**src/rtl/fr_transmitter.sv**
```systemverilog
// fr_transmitter: bit-serial CAN 2.0 frame transmitter (base and extended frames).
// One SP rising edge per bus bit. Handles bit stuffing, CRC-15 and the ACK slot.
// Optional build macro FR_TX_ARB_MONITOR_EN adds an arbitration monitor.
// Ports:
//   SP        bit-time clock
//   reset     synchronous active-low reset
//   START     frame request, sampled in IDLE only
//   IDE, RTR  frame format / remote request
//   ID, DLC   identifier and data length code
//   DATA      payload, byte 0 in DATA[63:56]
//   RX        bus readback
//   TX        bus drive (1 = recessive)
//   BUSY      frame in progress
//   DONE      one-cycle end-of-transaction pulse
//   ACK_ERR   ACK slot was read recessive
//   ARB_LOST  arbitration lost (tied 0 unless the monitor macro is defined)
module fr_transmitter (
    input  logic        SP,
    input  logic        reset,
    input  logic        START,
    input  logic        IDE,
    input  logic        RTR,
    input  logic [28:0] ID,
    input  logic [3:0]  DLC,
    input  logic [63:0] DATA,
    input  logic        RX,
    output logic        TX,
    output logic        BUSY,
    output logic        DONE,
    output logic        ACK_ERR,
    output logic        ARB_LOST
);
    localparam int unsigned CNT_W = 7;
    localparam int unsigned RUN_W = 3;
    localparam int unsigned CRC_W = 15;
    localparam logic [CRC_W-1:0] CRC_POLY = 15'h4599;

    typedef enum logic [4:0] {
        S_IDLE, S_SOF, S_ID_A, S_SRR, S_IDE, S_ID_B, S_RTR, S_R1, S_R0, S_DLC,
        S_DATA, S_CRC, S_CRC_DEL, S_ACK, S_ACK_DEL, S_EOF, S_IFS
    } state_t;

    // While stuff=1, TX holds a stuff bit and (state, cnt) already name the
    // next logical bit, which is sent on the following edge.
    state_t            state, state_nx, adv_state;
    logic [CNT_W-1:0]  cnt, cnt_nx, adv_cnt, field_len, data_len;
    logic              stuff, stuff_nx;
    logic [RUN_W-1:0]  run, run_nx;
    logic [CRC_W-1:0]  crc, crc_nx;
    logic              tx_nx, busy_nx, done_nx, ack_err_nx;
    logic              accept, arb_hit, stuffable, bit_nx, crc_fb;
    logic [10:0]       id_base;
    logic              ide_q, rtr_q;
    logic [28:0]       id_q;
    logic [3:0]        dlc_q;
    logic [63:0]       data_q;

    assign accept    = (state == S_IDLE) && START;
    assign stuffable = state inside {S_SOF, S_ID_A, S_SRR, S_IDE, S_ID_B, S_RTR,
                                     S_R1, S_R0, S_DLC, S_DATA, S_CRC};
`ifdef FR_TX_ARB_MONITOR_EN
    assign arb_hit = (state inside {S_ID_A, S_SRR, S_IDE, S_ID_B, S_RTR})
                     && !stuff && TX && !RX;
`else
    assign arb_hit = 1'b0;
`endif

    // State register
    always_ff @(posedge SP) begin
        if (!reset) begin
            state <= S_IDLE;
            cnt   <= '0;
            stuff <= 1'b0;
        end else begin
            state <= state_nx;
            cnt   <= cnt_nx;
            stuff <= stuff_nx;
        end
    end

    // Field length and the next logical bit position
    always_comb begin
        data_len  = rtr_q ? '0 : (dlc_q[3] ? CNT_W'(64) : CNT_W'({dlc_q[2:0], 3'b000}));
        field_len = CNT_W'(1);
        case (state)
            S_ID_A:  field_len = CNT_W'(11);
            S_ID_B:  field_len = CNT_W'(18);
            S_DLC:   field_len = CNT_W'(4);
            S_DATA:  field_len = data_len;
            S_CRC:   field_len = CNT_W'(15);
            S_EOF:   field_len = CNT_W'(7);
            S_IFS:   field_len = CNT_W'(3);
            default: field_len = CNT_W'(1);
        endcase
        adv_state = state;
        adv_cnt   = cnt + CNT_W'(1);
        if (cnt == field_len - CNT_W'(1)) begin
            adv_cnt = '0;
            case (state)
                S_SOF:     adv_state = S_ID_A;
                S_ID_A:    adv_state = ide_q ? S_SRR : S_RTR;
                S_SRR:     adv_state = S_IDE;
                S_IDE:     adv_state = ide_q ? S_ID_B : S_R0;
                S_ID_B:    adv_state = S_RTR;
                S_RTR:     adv_state = ide_q ? S_R1 : S_IDE;
                S_R1:      adv_state = S_R0;
                S_R0:      adv_state = S_DLC;
                S_DLC:     adv_state = (data_len == '0) ? S_CRC : S_DATA;
                S_DATA:    adv_state = S_CRC;
                S_CRC:     adv_state = S_CRC_DEL;
                S_CRC_DEL: adv_state = S_ACK;
                S_ACK:     adv_state = S_ACK_DEL;
                S_ACK_DEL: adv_state = S_EOF;
                S_EOF:     adv_state = S_IFS;
                default:   adv_state = S_IDLE;
            endcase
        end
    end

    // Next-state logic
    always_comb begin
        state_nx = state;
        cnt_nx   = cnt;
        stuff_nx = 1'b0;
        if (state == S_IDLE) begin
            if (START) begin
                state_nx = S_SOF;
                cnt_nx   = '0;
            end
        end else if (arb_hit) begin
            state_nx = S_IDLE;
            cnt_nx   = '0;
        end else if (!stuff) begin
            // after a stuff bit the held position is simply sent
            state_nx = adv_state;
            cnt_nx   = adv_cnt;
            stuff_nx = stuffable && (run == RUN_W'(5));
        end
    end

    // Value of the logical bit at the next position
    always_comb begin
        id_base = ide_q ? id_q[28:18] : id_q[10:0];
        bit_nx  = 1'b1;
        case (state_nx)
            S_SOF:   bit_nx = 1'b0;
            S_ID_A:  bit_nx = id_base[4'(CNT_W'(10) - cnt_nx)];
            S_SRR:   bit_nx = 1'b1;
            S_IDE:   bit_nx = ide_q;
            S_ID_B:  bit_nx = id_q[5'(CNT_W'(17) - cnt_nx)];
            S_RTR:   bit_nx = rtr_q;
            S_R1:    bit_nx = 1'b0;
            S_R0:    bit_nx = 1'b0;
            S_DLC:   bit_nx = dlc_q[2'(CNT_W'(3) - cnt_nx)];
            S_DATA:  bit_nx = data_q[6'(CNT_W'(63) - cnt_nx)];
            S_CRC:   bit_nx = crc[4'(CNT_W'(14) - cnt_nx)];
            default: bit_nx = 1'b1;
        endcase
        crc_fb = bit_nx ^ crc[CRC_W-1];
    end

    // Output / datapath next values
    always_comb begin
        tx_nx      = 1'b1;
        busy_nx    = BUSY;
        done_nx    = 1'b0;
        ack_err_nx = ACK_ERR;
        run_nx     = run;
        crc_nx     = crc;
        if (accept) begin
            tx_nx      = 1'b0;
            busy_nx    = 1'b1;
            ack_err_nx = 1'b0;
            run_nx     = RUN_W'(1);
            crc_nx     = '0;
        end else if (state == S_IDLE) begin
            tx_nx = 1'b1;
        end else if (arb_hit || (state_nx == S_IDLE)) begin
            busy_nx = 1'b0;
            done_nx = 1'b1;
        end else if (stuff_nx) begin
            tx_nx  = ~TX;
            run_nx = RUN_W'(1);
        end else begin
            tx_nx = bit_nx;
            if (state_nx inside {S_ID_A, S_SRR, S_IDE, S_ID_B, S_RTR, S_R1, S_R0,
                                 S_DLC, S_DATA, S_CRC})
                run_nx = (bit_nx == TX) ? run + RUN_W'(1) : RUN_W'(1);
            if (state_nx inside {S_ID_A, S_SRR, S_IDE, S_ID_B, S_RTR, S_R1, S_R0,
                                 S_DLC, S_DATA})
                crc_nx = {crc[CRC_W-2:0], 1'b0} ^ (crc_fb ? CRC_POLY : '0);
        end
        if ((state == S_ACK) && RX)
            ack_err_nx = 1'b1;
    end

    // Output and datapath registers
    always_ff @(posedge SP) begin
        if (!reset) begin
            TX      <= 1'b1;
            BUSY    <= 1'b0;
            DONE    <= 1'b0;
            ACK_ERR <= 1'b0;
            run     <= '0;
            crc     <= '0;
            ide_q   <= 1'b0;
            rtr_q   <= 1'b0;
            id_q    <= '0;
            dlc_q   <= '0;
            data_q  <= '0;
        end else begin
            TX      <= tx_nx;
            BUSY    <= busy_nx;
            DONE    <= done_nx;
            ACK_ERR <= ack_err_nx;
            run     <= run_nx;
            crc     <= crc_nx;
            if (accept) begin
                ide_q  <= IDE;
                rtr_q  <= RTR;
                id_q   <= ID;
                dlc_q  <= DLC;
                data_q <= DATA;
            end
        end
    end

`ifdef FR_TX_ARB_MONITOR_EN
    logic arb_lost_nx;

    always_comb begin
        arb_lost_nx = ARB_LOST;
        if (accept)
            arb_lost_nx = 1'b0;
        else if (arb_hit)
            arb_lost_nx = 1'b1;
    end

    always_ff @(posedge SP) begin
        if (!reset)
            ARB_LOST <= 1'b0;
        else
            ARB_LOST <= arb_lost_nx;
    end
`else
    assign ARB_LOST = 1'b0;
`endif

endmodule

```
**config.mk**
```make
export PLATFORM = sky130hd
export DESIGN_NAME = fr_transmitter
export DESIGN_NICKNAME = d
export VERILOG_FILES = /design/src/rtl/fr_transmitter.sv
export SDC_FILE = /design/constraint.sdc
export NUM_CORES = 1
export LEC_CHECK = 0
export ABC_AREA = 1
export CAP_MARGIN = 20
export CORE_AREA = 2 2 116 118
export CTS_CLUSTER_SIZE = 25
export DETAILED_ROUTE_END_ITERATION = 6
export DIE_AREA = 0 0 118 120
export PLACE_DENSITY = 0.85
export SYNTH_ARGS = -nofsm -noshare
export SYNTH_HDL_FRONTEND = slang
export SYNTH_SLANG_ARGS = --single-unit
```
**constraint.sdc**
```tcl
create_clock -name SP -period 12.4 [get_ports SP]
set_input_delay 2.48 -clock SP [delete_from_list [all_inputs] [get_ports SP]]
set_output_delay 2.48 -clock SP [all_outputs]
set_load 0.01 [all_outputs]
```
==> results of run 1 <==
==> layout make-up <==
class                           instances  area (um^2)  share of cell area
Clock buffer                           17        425.4             0.04628
Clock inverter                         15        182.7             0.01987
Multi-Input combinational cell        897         4230              0.4603
Tap cell                              176        220.2             0.02396
Sequential cell                       134         2683              0.2919
Inverter                               99        371.6             0.04043
Timing Repair Buffer                  109         1079              0.1173
==> kinds of logic after synthesis <==
| kind of cell | Yosys count |
|---|---|
| fa+ha+maj | 9 |
| compound gates | 184 |
| mux | 1 |
| buf+inv | 165 |
| other cells | 1 |
| simple gates | 698 |
| xor+xnor | 4 |
| flops | 134 |
==> metal layers <==
metal	global-route usage	routed length [um]	up-vias
met1	0.3827	8729	3628
met3	0.06084	1395	44
met5	0	0	-
li1	-	-	4054
met4	0.1009	445	0
met2	0.4390	9169	325
==> flip-flops by register name, summed over array words and instances, names as in the netlist <==
register / count
rtr_q: 1
run: 3
cnt: 7
ide_q: 1
id_q: 29
crc: 15
stuff: 1
data_q: 64
ACK_ERR: 1
BUSY: 1
DONE: 1
dlc_q: 4
state: 5
TX: 1
==> cell usage after synthesis <==
| cell | n | area, um^2 |
|---|---|---|
| ha_1 | 9 | 112.6 |
| nand2_2 | 10 | 62.56 |
| a21oi_1 | 43 | 215.2 |
| buf_6 | 2 | 22.52 |
| o2111ai_1 | 1 | 8.760 |
| nand4_1 | 12 | 75.07 |
| a21oi_4 | 1 | 16.27 |
| nand4_4 | 1 | 21.27 |
| a32o_1 | 1 | 10.01 |
| o21ai_0 | 120 | 600.6 |
| buf_4 | 9 | 67.56 |
| nand2_1 | 206 | 773.2 |
| nor2_4 | 4 | 45.04 |
| o211ai_1 | 5 | 37.54 |
| buf_1 | 2 | 7.510 |
| nand3_2 | 4 | 40.04 |
| buf_2 | 12 | 60.06 |
| clkinv_1 | 4 | 15.01 |
| conb_1 | 1 | 3.750 |
| a21boi_4 | 1 | 18.77 |
| a211oi_2 | 1 | 12.51 |
| o22ai_1 | 1 | 6.260 |
| xor2_1 | 4 | 35.03 |
| nor2_2 | 9 | 56.30 |
| nand3b_1 | 3 | 22.52 |
| inv_2 | 15 | 56.30 |
| clkbuf_1 | 41 | 153.9 |
| o21ai_2 | 1 | 8.760 |
| nand3_1 | 219 | 1096 |
| mux2i_1 | 1 | 10.01 |
| inv_1 | 80 | 300.3 |
| dfxtp_1 | 134 | 2683 |
| a211oi_1 | 1 | 7.510 |
| nor3_1 | 9 | 45.04 |
| a2111oi_0 | 1 | 8.760 |
| or2_2 | 1 | 6.260 |
| o21ai_1 | 6 | 30.03 |
| a221oi_1 | 1 | 8.760 |
| nor2_1 | 220 | 825.8 |
==> where the power goes <==
part	total, uW	switching, uW	leakage [uW]	internal (uW)
combinational	1720	1170	0.00252	551
clock	518	213	0.000297	305
sequential	655	90.4	0.00110	565
==> path summary, 6_finish.rpt <==
path	slack [ps]	cells past startpoint	end	start
max	6390	18	crc[8]$_SDFFE_PP0P_	START
min	470	2	data_q[26]$_SDFFE_PN0P_	data_q[26]$_SDFFE_PN0P_
min reg2reg	470	2	data_q[26]$_SDFFE_PN0P_	data_q[26]$_SDFFE_PN0P_
max reg2reg	7130	29	crc[8]$_SDFFE_PP0P_	state[0]$_SDFF_PN0_
==> per-stage QoR <==
| step | total power [uW] | cell area (um^2) | setup WS, ps |
|---|---|---|---|
| after global placement | 2314 | 8583 | 6222 |
| after CTS | 2873 | 9191 | 6515 |
| final | 2891 | 9191 | 6385 |
| after detailed placement | 2343 | 8583 | 6096 |
| after global routing | 3154 | 9191 | 6110 |
| after floorplan | 2048 | 7586 | 7506 |
==> placed cells by master, fill, tap and decap left out, types with 6 or more instances in the layout <==
master           instances
a21oi_1                 43
clkbuf_16               17
clkdlybuf4s50_1        105
dfxtp_1                134
ha_1                     9
inv_1                   80
inv_2                   15
nand2_1                204
nand2_2                 11
nand3_1                219
nand4_1                 12
nor2_1                 220
nor2_2                   9
nor3_1                   9
o21ai_0                120
o21ai_1                  6
==> critical path, stage by stage <==
cell and delay (ps):
clkdlybuf4s50_1 480, nor2_1 340, nand2_2 710, nand2_2 290, buf_4 590, nand2_1 140
o21ai_1 130, nand2_1 60, nand3_1 100, nand3_1 100, nand3_1 100, nand3_1 100
nand3_2 160, nand3_1 220, nand3_1 150, nand3_1 70, nand2_1 70, inv_1 40
==> out/metrics.yaml, run 1 <==
synth_compound_area_frac: 0.1305
synthAdderAreaFrac: 0.01484
ys_seq_area_frac: 0.3536
viasPerCell: 5.564
drc: 0
syn_to_final_growth_pct: 21.16
yosys_register_bits: 134
synth_cell_types: 39
wl_per_cell_um: 13.64
fin_crit_sh: 0.4851
vdd_drop_max_uv: 198.7
fin_crit_ps: 6015
clock_latency_ps: 430
vias: 8051
maxCapViolCount: 0
fillers: 1135
synth_warnings: 0
slew_headroom: 0.2535
cp_max_fo: 70
grt_pass1_wl_um: 32750
core-area_mm2: 0.01298
cp_data_required_time_ps: 12730
place_inst: 1415
chipHeight_um: 120
postRouteWirelength_um: 19740
cts.clk_slew.worst_paths_ps: 60
skew_ps: 7.607
synthMuxAreaShare: 0.001319
cts_buffers: 17
n_antenna_cell: 0
tns_ps: 0
drtIter0Drc: 787
critPathKind: "input pin to flip-flop"
cts_hold_buf: 0
rsz0062_at_grt: "false"
ant_nets: 0
finalHoldViolations: 0
grtUsageTotal: 0.2806
fmax_ghz: 0.1663
drv_slew: 0
end_kind: "flip-flop"
p_leak_uw: 0.003916
cts_sinks: 134
grt_max_degree: 123
crit_path_start_kind: "input pin"
synth_top_family_by_area: "simple AND/OR/NAND/NOR gates"
cts_root_buffer: "clkbuf_16"
holdWs_ps: 473.8
status: "finished, final reports clean"
nets: 1370
die_x_um: 118
worst_pin_slew_ps: 1116
post-cts-setup-buffer-count: 0
arrival_ps: 6340
grt_overflow: 0
postSynthCellCount: 1196
dieArea_mm2: 0.01416
syn-num-nets: 1308
drive_gt1_frac: 0.06766
yosys.area_share.simple: 0.4046
firstDrtPassIters: 5
antenna_found_initial: 0
htree_num_levels: 4
grt_pass1_vias: 6986
finalSetupViolCount: 0
post-route-util: 0.7081
fin_cells: 1447
place_congestion: 0.9642
hold_class: "flip-flop to flip-flop"
rows: 42
synth-xor-area-share: 0.004618
ioPinCount: 108
cts_tree: "done"
ctsResizeCount: 0
synth_area_mm2: 0.007586
clk_path_buf_depth: 2
powerDensity_mw_per_mm2: 314.5
avgSynthCellArea_um2: 6.343
portBuffers: 106
dp_hpwl_um: 13550
initial_core_util: 0.5844
No activity file was read; power rests on OpenSTA's default activity.
==> run 2, diff against run 1 <==
CORE_AREA = 2 2 127 129   (was 2 2 116 118)
DIE_AREA = 0 0 129 131   (was 0 0 118 120)
PLACE_DENSITY = 0.76   (was 0.85)
clock period = 5.1 ns   (was 12.4 ns; I/O delays follow)
==> run 2 against run 1 <==
Compared with the run above: combinational power grew to 2.5 times the previous value; largest power group unchanged; hold slack worse by 16 ps; count of clock-buffer cells in the layout grew 1; flip-flop and latch count unchanged; clock power increased to 2.5 times the previous value; cell area grew 1.6%.
==> out/metrics.yaml, run 2 (synthesis results as in run 1) <==
status: "finished, final reports clean"
worst_pin_slew_ps: 1004  # -111.4 ps
cts_sinks: 134  # unchanged
cp_max_fo: 13  # -81%
cts_tree: "done"
cp_common_cell: "nand3_1"
skew_ps: 11.70  # +4.093 ps
postRouteWirelength_um: 21030  # +6.5%
viasPerCell: 5.355  # -3.8%
antenna_found_initial: 0  # unchanged
largest_reg_flops: 64  # unchanged
drive_gt1_frac: 0.07806  # +0.01040
ant_nets: 0  # unchanged
critPathKind: "flip-flop to flip-flop"
drc: 0  # unchanged
dp_hpwl_um: 14440  # +6.6%
finalPower_uw: 7255  # +150%
setup_ws_ps: 541.7  # -5843 ps
regMostFlops: "data_q"
htree_num_levels: 4  # unchanged
maxCapViolCount: 0  # unchanged
preCtsSetupSlack_ps: 417.6  # -5678 ps
dieArea_mm2: 0.01690  # +19%
cts_hold_buf: 0  # unchanged
syn_to_final_growth_pct: 23.14
portBuffers: 106  # unchanged
critical_path.slowest_cell: "dfxtp_1"
place_congestion: 0.9366  # -2.9%
met3_length_um: 1232  # -12%
clock_latency_ps: 430  # about the same
layout_common_cells: "nor2_1 (220), nand3_1 (219), nand2_1 (204), dfxtp_1 (131), o21ai_0 (120)"
grt_pass1_vias: 7467  # +6.9%
met1Wirelength_um: 9619  # +10%
highest_layer: "met4"
fmax_ghz: 0.2194
vias: 8016  # -0.43%
die_x_um: 129  # +9.3%
post-cts-setup-buffer-count: 0  # unchanged
p_leak_uw: 0.003970  # +1.4%
grtUsageTotal: 0.2545  # -0.02608
reg.largest.list: "data_q: 64 flops, id_q: 29 flops, crc: 15 flops"
cts_buffers: 17  # unchanged
end_kind: "flip-flop"
hold_class: "flip-flop to flip-flop"
fillers: 1453  # +28%
fin_crit_sh: 0.8938
place_inst: 1465  # +3.5%
n_antenna_cell: 0  # unchanged
powerDensity_mw_per_mm2: 776.6  # +150%
finalHoldViolations: 0  # unchanged
crit_path_start_kind: "flip-flop"
cts_root_buffer: "clkbuf_16"
firstDrtPassIters: 5  # unchanged
grt_pass1_wl_um: 34820  # +6.3%
grt_overflow: 0  # unchanged
ioPinCount: 108  # unchanged
nets: 1380  # +0.73%
wl_per_cell_um: 14.05  # +3.0%
tns_ps: 0  # unchanged
fin_cells: 1497  # +3.5%
route.met2.wl_um: 9795  # +6.8%
chipHeight_um: 131  # +9.2%
clk_path_buf_depth: 2  # unchanged
fin_crit_ps: 4558
layout_commonest_cell: "nor2_1"
vdd_drop_max_uv: 443.6  # +120%
grt_max_degree: 121  # -1.6%
arrival_ps: 4890  # -1450 ps
rows: 46  # +9.5%
cpPeakStageDelay_ps: 420  # -290 ps
initial_core_util: 0.4864  # -0.09808
core-area_mm2: 0.01560  # +20%
drv_slew: 0  # unchanged
ctsResizeCount: 0  # unchanged
rsz0062_at_grt: "false"
finalSetupViolCount: 0  # unchanged
cts.clk_slew.worst_paths_ps: 60  # about the same
slew_headroom: 0.3305  # +0.07692
cp_data_required_time_ps: 5430  # -7300 ps
drtIter0Drc: 629  # -20%
## run 2: cell type report
class	instances	area, um^2	area share
Multi-Input combinational cell	897	4233	0.4531
Sequential cell	134	2686	0.2876
Timing Repair Buffer	119	1154	0.1235
Clock buffer	18	439.2	0.04701
Inverter	99	371.6	0.03978
Tap cell	216	270.3	0.02893
Clock inverter	14	187.7	0.02009
## run 2: routing by layer
metal,up-vias,global-route usage
li1,4077,-
met1,3641,0.3390
met2,264,0.4199
met3,34,0.04682
met4,0,0.08184
met5,-,0
## run 2: critical path: cells and delay by family (launching register included)
| kind | cells | cell delay (ps) |
|---|---|---|
| buffers and inverters | 6 | 540 |
| and+or+nand+nor | 23 | 2630 |
| DFF | 1 | 420 |
| AOI/OAI and AO/OA | 2 | 310 |
| adders and majority gates | 2 | 570 |
## run 2: final timing paths
kind | start | endpoint | slack [ps] | depth (start not counted)
max | state[2]$_SDFF_PN0_ | crc[10]$_SDFFE_PP0P_ | 540 | 33
max reg2reg | state[2]$_SDFF_PN0_ | crc[10]$_SDFFE_PP0P_ | 540 | 33
min reg2reg | data_q[34]$_SDFFE_PN0P_ | data_q[34]$_SDFFE_PN0P_ | 460 | 2
min | data_q[34]$_SDFFE_PN0P_ | data_q[34]$_SDFFE_PN0P_ | 460 | 2
## run 2: power breakdown
| part | internal (uW) | switching (uW) |
|---|---|---|
| Combinational | 1420 | 2960 |
| Clock | 795 | 501 |
| Sequential | 1370 | 211 |
## run 2: through the flow
step | utilization | area, um^2 | hold WS [ps]
5_1_grt | 0.5989 | 9341 | 479.0
3_3_place_gp | 0.5583 | 8708 | 442.9
4_1_cts | 0.5985 | 9335 | 457.3
2_1_floorplan | - | 7586 | 429.7
6_report | 0.5989 | 9341 | 457.4
3_5_place_dp | 0.5583 | 8708 | 447.8
==> run 3, diff against run 2 <==
CAP_MARGIN = not set   (was 20)
==> results of run 3 <==
Final layout, timing and power as in run 2 (identical DEF).
